**src/rtl/ir_pkg.sv**
```systemverilog
// Shared types and constants for the NEC IR key-event block.
package ir_pkg;

  typedef enum logic [1:0] {IDLE, PRESSED, HELD} ir_state_t;

  localparam int unsigned ADDR_MSB  = 31;
  localparam int unsigned ADDR_LSB  = 24;
  localparam int unsigned NADDR_MSB = 23;
  localparam int unsigned NADDR_LSB = 16;
  localparam int unsigned CMD_MSB   = 15;
  localparam int unsigned CMD_LSB   = 8;
  localparam int unsigned NCMD_MSB  = 7;
  localparam int unsigned NCMD_LSB  = 0;

  localparam logic [7:0] ERR_CNT_MAX = 8'd255;

  function automatic logic frame_ok(input logic [31:0] d);
    return (d[NADDR_MSB:NADDR_LSB] == ~d[ADDR_MSB:ADDR_LSB]) &&
           (d[NCMD_MSB:NCMD_LSB]   == ~d[CMD_MSB:CMD_LSB]);
  endfunction

endpackage

```
**src/rtl/ir_ms_tick.sv**
```systemverilog
// Free-running prescaler: one-cycle tick every CLK_HZ/1000 clocks.
module ir_ms_tick #(
  parameter int unsigned CLK_HZ = 50_000_000
) (
  input  logic clk,
  input  logic rst_n,
  output logic tick
);

  localparam int unsigned DIV = (CLK_HZ / 1000 > 0) ? CLK_HZ / 1000 : 1;
  localparam int unsigned W   = (DIV > 1) ? $clog2(DIV) : 1;

  logic [W-1:0] cnt;

  always_ff @(posedge clk or negedge rst_n) begin
    if (!rst_n) begin
      cnt  <= '0;
      tick <= 1'b0;
    end else if (cnt == W'(DIV - 1)) begin
      cnt  <= '0;
      tick <= 1'b1;
    end else begin
      cnt  <= cnt + 1'b1;
      tick <= 1'b0;
    end
  end

endmodule

```
**src/rtl/ir_key_event.sv**
```systemverilog
// NEC key-event tracker: press / hold / release / error reporting.
// Optional autorepeat while held is enabled by defining IR_AUTOREPEAT_EN.
module ir_key_event
  import ir_pkg::*;
#(
  parameter int unsigned CLK_HZ     = 50_000_000,
  parameter int unsigned RELEASE_MS = 110,
  parameter int unsigned HOLD_MS    = 500,
  parameter int unsigned RPT_MS     = 100
) (
  input  logic        clk,
  input  logic        rst_n,
  input  logic        frame_vld,
  input  logic [31:0] frame_data,
  input  logic        repeat_vld,
  output logic        key_vld,
  output logic [7:0]  key_addr,
  output logic [7:0]  key_code,
  output logic        key_held,
  output logic        key_release,
  output logic        frame_err,
  output logic [7:0]  err_cnt
);

  // One width for all ms timers, large enough for the biggest period.
  localparam int unsigned TMR_MAX0 = (RELEASE_MS > HOLD_MS) ? RELEASE_MS : HOLD_MS;
  localparam int unsigned TMR_MAX  = (TMR_MAX0 > RPT_MS) ? TMR_MAX0 : RPT_MS;
  localparam int unsigned TMR_W    = $clog2(TMR_MAX + 1);

  ir_state_t        state;
  logic [TMR_W-1:0] rel_ms;
  logic [TMR_W-1:0] hold_ms;
`ifdef IR_AUTOREPEAT_EN
  logic [TMR_W-1:0] rpt_ms;
`endif
  logic             tick;
  logic             good;
  logic             restart;
  logic             new_key;
  logic [7:0]       f_addr;
  logic [7:0]       f_cmd;

  ir_ms_tick #(.CLK_HZ(CLK_HZ)) u_tick (
    .clk   (clk),
    .rst_n (rst_n),
    .tick  (tick)
  );

  always_comb begin
    f_addr  = frame_data[ADDR_MSB:ADDR_LSB];
    f_cmd   = frame_data[CMD_MSB:CMD_LSB];
    good    = frame_vld && frame_ok(frame_data);
    new_key = good && ((f_addr != key_addr) || (f_cmd != key_code));
    // A frame (even a bad one) masks a coincident repeat code.
    restart = good || (repeat_vld && !frame_vld);
  end

  always_ff @(posedge clk or negedge rst_n) begin
    if (!rst_n) begin
      state       <= IDLE;
      key_vld     <= 1'b0;
      key_release <= 1'b0;
      frame_err   <= 1'b0;
      key_held    <= 1'b0;
      key_addr    <= '0;
      key_code    <= '0;
      err_cnt     <= '0;
      rel_ms      <= '0;
      hold_ms     <= '0;
`ifdef IR_AUTOREPEAT_EN
      rpt_ms      <= '0;
`endif
    end else begin
      key_vld     <= 1'b0;
      key_release <= 1'b0;
      frame_err   <= 1'b0;

      if (frame_vld && !good) begin
        frame_err <= 1'b1;
        if (err_cnt != ERR_CNT_MAX) err_cnt <= err_cnt + 8'd1;
      end

      unique case (state)
        IDLE: begin
          if (good) begin
            state    <= PRESSED;
            key_vld  <= 1'b1;
            key_addr <= f_addr;
            key_code <= f_cmd;
            rel_ms   <= '0;
            hold_ms  <= '0;
          end
        end
        PRESSED, HELD: begin
          if (new_key) begin
            state       <= PRESSED;
            key_vld     <= 1'b1;
            key_release <= 1'b1;
            key_held    <= 1'b0;
            key_addr    <= f_addr;
            key_code    <= f_cmd;
            rel_ms      <= '0;
            hold_ms     <= '0;
          end else if (!restart && tick && rel_ms == TMR_W'(RELEASE_MS - 1)) begin
            state       <= IDLE;
            key_release <= 1'b1;
            key_held    <= 1'b0;
            rel_ms      <= '0;
            hold_ms     <= '0;
          end else begin
            if (restart)   rel_ms <= '0;
            else if (tick) rel_ms <= rel_ms + 1'b1;

            if (state == PRESSED && tick) begin
              if (hold_ms == TMR_W'(HOLD_MS - 1)) begin
                state    <= HELD;
                key_held <= 1'b1;
                hold_ms  <= '0;
`ifdef IR_AUTOREPEAT_EN
                key_vld  <= 1'b1;
                rpt_ms   <= '0;
`endif
              end else begin
                hold_ms <= hold_ms + 1'b1;
              end
            end
`ifdef IR_AUTOREPEAT_EN
            if (state == HELD && tick) begin
              if (rpt_ms == TMR_W'(RPT_MS - 1)) begin
                key_vld <= 1'b1;
                rpt_ms  <= '0;
              end else begin
                rpt_ms <= rpt_ms + 1'b1;
              end
            end
`endif
          end
        end
        default: state <= IDLE;
      endcase
    end
  end

endmodule
```
**config.mk**
```make
export PLATFORM = sky130hd
export DESIGN_NAME = ir_key_event
export DESIGN_NICKNAME = d
export VERILOG_FILES = /design/src/rtl/ir_pkg.sv /design/src/rtl/ir_ms_tick.sv /design/src/rtl/ir_key_event.sv
export SDC_FILE = /design/constraint.sdc
export NUM_CORES = 1
export LEC_CHECK = 0
export ABC_AREA = 1
export CELL_PAD_IN_SITES_DETAIL_PLACEMENT = 0
export CELL_PAD_IN_SITES_GLOBAL_PLACEMENT = 1
export CORE_MARGIN = 2
export CORE_UTILIZATION = 43
export DETAILED_ROUTE_END_ITERATION = 10
export PLACE_DENSITY = 0.95
export SLEW_MARGIN = 0
export SYNTH_ARGS = -nofsm -noshare
export SYNTH_HDL_FRONTEND = slang
export SYNTH_HIERARCHICAL = 1
export SYNTH_SLANG_ARGS = --single-unit
```
**constraint.sdc**
```tcl
create_clock -name clk -period 4.9 [get_ports clk]
set_input_delay 0.98 -clock clk [delete_from_list [all_inputs] [get_ports clk]]
set_output_delay 0.98 -clock clk [all_outputs]
set_load 0.01 [all_outputs]
```
==> impl.org, run 1 <==
** Floorplan
- Row generation in the floorplan step produced 36 rows.
- For this configuration, the core starts out at a cell density of 43.8%.
- The floorplan step defined a die boundary enclosing 10700 sq um.
- The core region is 9680 sq um.
- During I/O placement, the number of pins put on the boundary was 64.
- The die is 103 microns tall.
- The die is 103 microns wide.

** Detailed routing
- 1st-pass router iterations :: 4
- Final routed wirelength across all metal layers :: 9140 microns
- Average wire per standard cell :: 11.7 microns
- Antenna-violating nets left :: 0
- After detailed routing, the number of remaining DRC violations is 0.
- Detailed-route vias per instance :: 4.71
- First DRT Iteration DRCs :: 175
- Vias :: 3664

** Worst hold path
- The path class of the tightest hold or removal check is reg2reg.

** CTS
- Later-pin clock latency in the skew report :: 350 ps
- Hold Buf Count CTS :: 0
- Total number of H-tree levels :: 3
- The root buffer cell chosen for the clock tree is clkbuf_8.
- Clock net sink count :: 65
- Maximum buffer depth of the clock tree :: 2
- After clock tree synthesis, the setup repair step added 0 buffers.
- Total clock buffers created by CTS :: 9
- Worst-path clk slew :: 70 ps
- After clock tree synthesis, the repair step resized 0 gates.
- CTS tree :: yes

** STA
- Number of hold-slack violations in the final timing report :: 0
- Setup violations remaining at the end of the flow were counted as 0.
- Pin slew with the least headroom to its limit :: 1070 ps
- The worst path in the final design needs a cycle of 2860 ps, including I/O delays and setup.
- Setup_tns :: 0 ps
- In this run the tightest slew margin relative to its limit is 28.4%.
- Clock Skews :: 10.4 ps
- Slew Viols, Final :: 0
- For this run, the top clock speed supported by timing is 349 MHz.
- Setup repair after global routing left no endpoint under its margin.
- In the finished design, the share of the clock period the worst path needs comes to 58.5%.
- Hold slack :: 508 ps

** Worst setup path
- Measured in cells, the most critical reg-to-reg path has a length of 7.
- Top cell by count, worst path :: nand2_1
- Critical path capture point :: hold_ms[7]
- Critical Path, Cell by Cell :: clkdlybuf4s50_1 -> inv_2 -> nand2_1 -> nand2_1 -> nor2_1 -> nand2_1 -> inv_1 -> nand2_1 -> nor2_2 -> nand3_2 -> nand3_2 -> nand3_4 -> nand2_1 -> o21ai_1
- In this run the worst setup path begins at frame_data[11].
- Kind of end point of the critical path :: flip-flop
- Arr. time, crit path :: 3090 ps
- R2R setup slack :: 2670 ps
- Critical path's largest stage delay :: 530 ps
- The worst register-to-register path begins at state[0].
- Instance count on the critical path :: 14
- Along the worst path, the maximum fanout reaches 18.
- Critical path buffer and inverter count :: 3
- The worst register-to-register path ends at state[0].
- Worst setup path category :: in2reg
- The worst setup path is launched from an input port.
- Category of cells accounting for the largest share of critical-path delay :: simple AND/OR/NAND/NOR gates
- The slowest stage of the critical path belongs to the cell clkdlybuf4s50_1.
- Data required, critical path :: 5130 ps

** Global routing
- The initial antenna violation count was 0.
- The number of global-route vias before repair came to 3574.
- The first global-routing pass estimated 15900 microns of wire.
- Global routing finished with a remaining overflow of 0.
- Entering global routing, the biggest net connects 48 pins.
- Overall Global Routing Usage :: 18.8%

** Yosys
- Share of the synthesized area in the top cell type :: 38.3%
- The synthesized design spends more area on one cell type than any other, namely dfrtp_1.
- The netlist uses 32 different library cells.
- Register area share after synthesis :: 38.3%
- Ranking of synthesized cells by area :: dfrtp_1 38%, nand2_1 15%, inv_1 6.3%
- Total of warnings raised by yosys :: 6
- Synthesized area :: 4240 sq um
- Post-Synthesis Net Count :: 619
- Synthesized area per cell :: 7.38 sq um
- Post-Syn Instances :: 575
- Counting flops and latches in the post-synthesis netlist gives 65.

** Finish
- Share of layout cells above drive strength 1 :: 14.1%
- Count of fill cells added during filler insertion :: 927
- Leaving out fill and tap cells, the most frequent cell in the layout is nand2_1.
- In the final layout, the multi-input gates occupy 2180 sq um.
- Summing all flip-flop and latch instances after layout gives 1630 sq um.
- Synthesis-to-finish area growth :: 21.7%
- Leaving out fill and tap cells, the most frequent cells in the layout are 171 x nand2_1, 71 x inv_1, 65 x dfrtp_1.
- 0 antenna diodes ended up in the layout.
- In the final design database the tool counted 684 nets.

** Outcome
- The run finished with clean final reports.

** Place
- Post-DP HPWL :: 6860 microns
- GP Congestion :: 0.785
- Number of port buffers :: 63

** Flow run
- The tool flagged a number of max-cap violations equal to 0.

** Power and ir drop
- IR analysis of the VDD net gives a maximum drop of 0.248 mV.
- Power spread over the standard cell area amounts to 280 nW/um^2.
- The analysis attributes to cell leakage a power of 2.56 nW.
state kept, by name (all words and copies together), names as in the netlist:
register	cells
key_vld	1
err_cnt	8
key_code	8
hold_ms	9
key_addr	8
u_tick/tick	1
key_release	1
rel_ms	9
key_held	1
frame_err	1
state	2
u_tick/cnt	16
cells by family after synthesis:
group                      synth area share, %
AOI/OAI and AO/OA                         8.28
xor gates and xnor gates                  6.60
adders and majority gates                 2.36
buffers and inverters                     10.2
DFF                                       38.3
muxes                                    0.265
and+or+nand+nor                           34.0
worst register-to-register path, stage by stage (launching register included):
cell      delay [ps]
dfrtp_1          400
inv_1             60
ha_1             680
inv_1            160
nor2_1           440
o211ai_1         190
nand3_1          130
nand2_1           50
metal layers:
layer	track usage, %	routed length [microns]	vias to the layer above
li1	-	-	1923
met2	32.4	4480	47
met3	5.17	354	6
met1	23.7	4220	1688
met5	0	0	-
met4	3.74	73	0
cell usage after synthesis, drive strengths merged:
cell	count
buf	8
inv	89
xor2	25
o211ai	1
xnor2	7
o21bai	3
and3	1
nor3	4
dfrtp	65
a21oi	4
nand4	20
o21ai	38
nand3	38
nor2	70
mux2	1
o21a	1
clkbuf	2
nand2	183
ha	8
a31oi	1
nor4	4
clkinv	2
how the worst min path moves through the flow:
stage / end / cells after the start / slack (ps) / from
after floorplan: u_tick/cnt[0] / 1 / 470 / u_tick/cnt[0]
after global placement: err_cnt[5] / 1 / 490 / err_cnt[5]
after detailed placement: u_tick/cnt[0] / 1 / 490 / u_tick/cnt[0]
after CTS: u_tick/cnt[0] / 1 / 510 / u_tick/cnt[0]
after global routing: err_cnt[5] / 1 / 530 / err_cnt[5]
final: err_cnt[5] / 1 / 510 / err_cnt[5]
power breakdown:
group / leakage [nW] / switching, W / total [W] / internal (W)
sequential: 0.864 / 0.0000570 / 0.000643 / 0.000586
combinational: 1.60 / 0.000149 / 0.000313 / 0.000164
clock: 0.102 / 0.000225 / 0.000491 / 0.000265
total: 2.56 / 0.000431 / 0.00145 / 0.00101
cell type report:
class	instances	share of cell area [%]
Clock buffer	11	2.93
Tap cell	133	3.22
Inverter	91	6.61
Clock inverter	5	1.21
Multi-Input combinational cell	409	42.3
Timing Repair Buffer	64	12.3
Sequential cell	65	31.5
stage by stage:
stage                     instances  power (W)  cell area [sq um]  setup slack (ps)  util [%]
after floorplan                 575   0.000808               4240              2590         -
after global placement          762   0.000962               4950              1760      51.1
after detailed placement        762   0.000968               4950              1690      51.1
after CTS                       778    0.00146               5170              2050      53.3
after global routing            778    0.00153               5170              1820      53.3
final                           778    0.00145               5170              2040      53.3
Power figures use the tool's default switching activity.
==> run 2, diff against run 1 <==
Settings changed: CORE_UTILIZATION 43 to 36, PLACE_DENSITY 0.95 to 0.86.
Clock period 4.9 ns to 2.62 ns, I/O delays scaled along.
==> impl.org, run 2 (synthesized netlist as in run 1, its figures left out) <==
** Outcome
- The flow ran to the end, and the final reports show no timing, DRC or antenna violations.

** STA
- The final critical path takes up 88.0% of the cycle.
- Setup repair after global routing left no endpoint under its margin.
- Setup violators final :: 0 (unchanged)
- The final count of hold timing violations is 0 (unchanged).
- The worst-case clock skew came to 3.01 ps (-7.40 ps).
- For the finished layout, the period the worst path requires is 2310 ps.
- Pin slew with the least headroom to its limit :: 512 ps (-562 ps)
- Slew HR :: 65.7% (+37 points)
- Based on the critical path, the design can be clocked at up to 434 MHz.
- The sum of negative setup slack came to 0 ps (unchanged).
- The max-slew violation count came to 0 (unchanged).

** Floorplan
- Die width :: 113 microns (+8.9%)
- Number of placement rows :: 39 (+8.3%)
- The vertical extent of the die came to 113 microns (+8.9%).
- The number of placed I/O pins was 64 (unchanged).
- Starting density of the core :: 37.0% (-6.8 points)
- The placeable core region was 11500 sq um (+18%).
- The area enclosed by the die boundary came to 12700 sq um (+19%).

** Detailed routing
- The amount of wire on met2 after detailed routing came to 4350 microns (-3.0%).
- Vias :: 3655 (-0.25%)
- Wire length on met1 :: 4430 microns (+4.9%)
- Uppermost layer routed :: met4
- The total iterations of the first detailed-routing run is 4 (unchanged).
- Antenna-violating nets left :: 0 (unchanged)
- The final routed wirelength across all metal layers was 9240 microns (+1.1%).
- Post-route DRC :: 0 (unchanged)
- Detailed-route vias per instance :: 4.61 (-2.0%)
- Average wire per standard cell :: 11.7 microns (-0.68%)
- First DRT Iteration DRCs :: 114 (-35%)
- Total met3 wirelength after detailed routing :: 378 microns (+6.8%)

** Worst setup path
- The critical path data required time is 2820 ps (-2310 ps).
- Kind of end point of the critical path :: flip-flop
- Critical path's largest stage delay :: 510 ps (-20 ps)
- The setup path with the least slack is of type in2reg.
- Arr. time, crit path :: 2510 ps (-580 ps)
- Crit start category :: input port
- The signal on the critical path passes through clkdlybuf4s50_1 -> inv_2 -> nand2_1 -> nand2_1 -> nor2_1 -> nand2_1 -> nor2_4 -> nand3_4 -> nand2_4 -> o21a_4 -> nand2_4 -> nand2_1 -> o21ai_2.
- Top cell by count, worst path :: nand2_1
- The maximum fanout along the worst path came to 31 (+13).
- The largest individual stage delay along the critical path comes from the cell clkdlybuf4s50_1.

** Power and ir drop
- Design Power :: 0.00309 W (+110%)
- Areal power density over the cells :: 578 nW/um^2 (+110%)
- Worst vdd ir :: 0.391 mV (+57%)
- Leakage power :: 2.66 nW (+3.6%)

** Global routing
- Largest net degree at the start of global routing :: 48 (unchanged)
- Via count of the first global-routing pass :: 3441 (-3.7%)
- First-pass GRT wire length :: 15900 microns (+0.35%)
- The total routing resource utilization after global routing was 15.3% (-3.5 points).
- The final global-route overflow total came to 0 (unchanged).
- The initial antenna violation count was 0 (unchanged).

** Finish
- Register area :: 1630 sq um (unchanged)
- The register with the most flip-flops in the final layout is u_tick/cnt.
- Number of flip-flops under the largest register name :: 16 (unchanged)
- Most common cell after layout, fill and taps aside :: nand2_1
- Count of fill cells added during filler insertion :: 1093 (+18%)
- Area of all placed cells without fillers :: 5350 sq um (+3.6%)
- Post-layout net count :: 690 (+0.88%)
- The multi-input combinational cell area is 2180 sq um (unchanged).
- The fraction of layout instances using a drive strength above 1 is 14.6% (+0.53 points).
- The total inserted antenna cells came to 0 (unchanged).
- Compared with the post-synthesis result, the final layout area differs by 26.1%.
- In the layout the commonest cells are 171 x nand2_1, 71 x inv_1, 65 x dfrtp_1.
- Biggest registers after layout :: u_tick/cnt x16, hold_ms x9, rel_ms x9

** Place
- The post-place instance area was 5030 sq um (+1.7%).
- The detailed placement HPWL was 6940 microns (+1.1%).
- The final weighted congestion in routability-driven placement is 0.800 (+1.9%).
- Number of port buffers :: 63 (unchanged)

** Flow run
- Number of maximum-capacitance constraint violations :: 0 (unchanged)

** CTS
- The post-cts sizing count is 0 (unchanged).
- The H-tree depth is 3 (unchanged).
- The clock buffer count from CTS is 9 (unchanged).
- The quantity of hold-fixing buffers added after cts is 0 (unchanged).
- The clock latency at the later pin of the worst-skew pair is 330 ps (-20 ps).
- CTS tree :: yes
- Worst-path clk slew :: 50 ps (-20 ps)
- The total number of clock tree sinks came to 65 (unchanged).
- Post-CTS Repair Setup Buffers :: 0 (unchanged)
- Maximum buffer depth of the clock tree :: 2 (unchanged)
- CTS Root Buffer Type :: clkbuf_16

** Worst hold path
- Kind of path behind the tightest hold check :: in2async
run 2: worst paths after layout:
kind,cells after the start,start,end,slack [ps]
setup / recovery,13,frame_data[26],key_addr[6],310
hold / removal,1,rst_n,key_code[5],150
setup reg to reg,7,state[0],state[1],570
hold reg to reg,1,err_cnt[5],err_cnt[5],490
max in group asynchronous,2,rst_n,rel_ms[7],1840
min in group clk,1,err_cnt[5],err_cnt[5],490
run 2: layout make-up:
class	instances	share of cell area (%)
inverters	91	6.38
flip-flops and latches	65	30.4
well taps	143	3.34
clock inverters	3	1.22
clock buffers	11	4.72
repair buffers	70	13.1
multi-input cells	409	40.8
run 2: power breakdown:
part	switching (W)	total [W]	internal (W)
Combinational	0.000280	0.000590	0.000310
Sequential	0.000109	0.00121	0.00110
Clock	0.000424	0.00130	0.000872
run 2: stage by stage:
step	instances	hold slack (ps)	utilization, %	setup WS, ps
5_1_grt	792	176	46.7	124
3_5_place_dp	778	480	43.9	1.90
2_1_floorplan	575	228	-	768
6_report	792	148	46.7	313
4_1_cts	792	153	46.7	334
3_3_place_gp	778	485	43.9	1.17
run 2: critical path: cells and delay by family:
family                 cells  cell delay [ps]
and+or+nand+nor            9             1190
buffers and inverters      2              570
AOI/OAI and AO/OA          2              200
run 2: metal layers:
metal / global-route usage (%) / vias up
met4: 3.66 / 0
met1: 20.5 / 1664
li1: - / 1931
met5: 0 / -
met3: 3.78 / 7
met2: 25.0 / 53
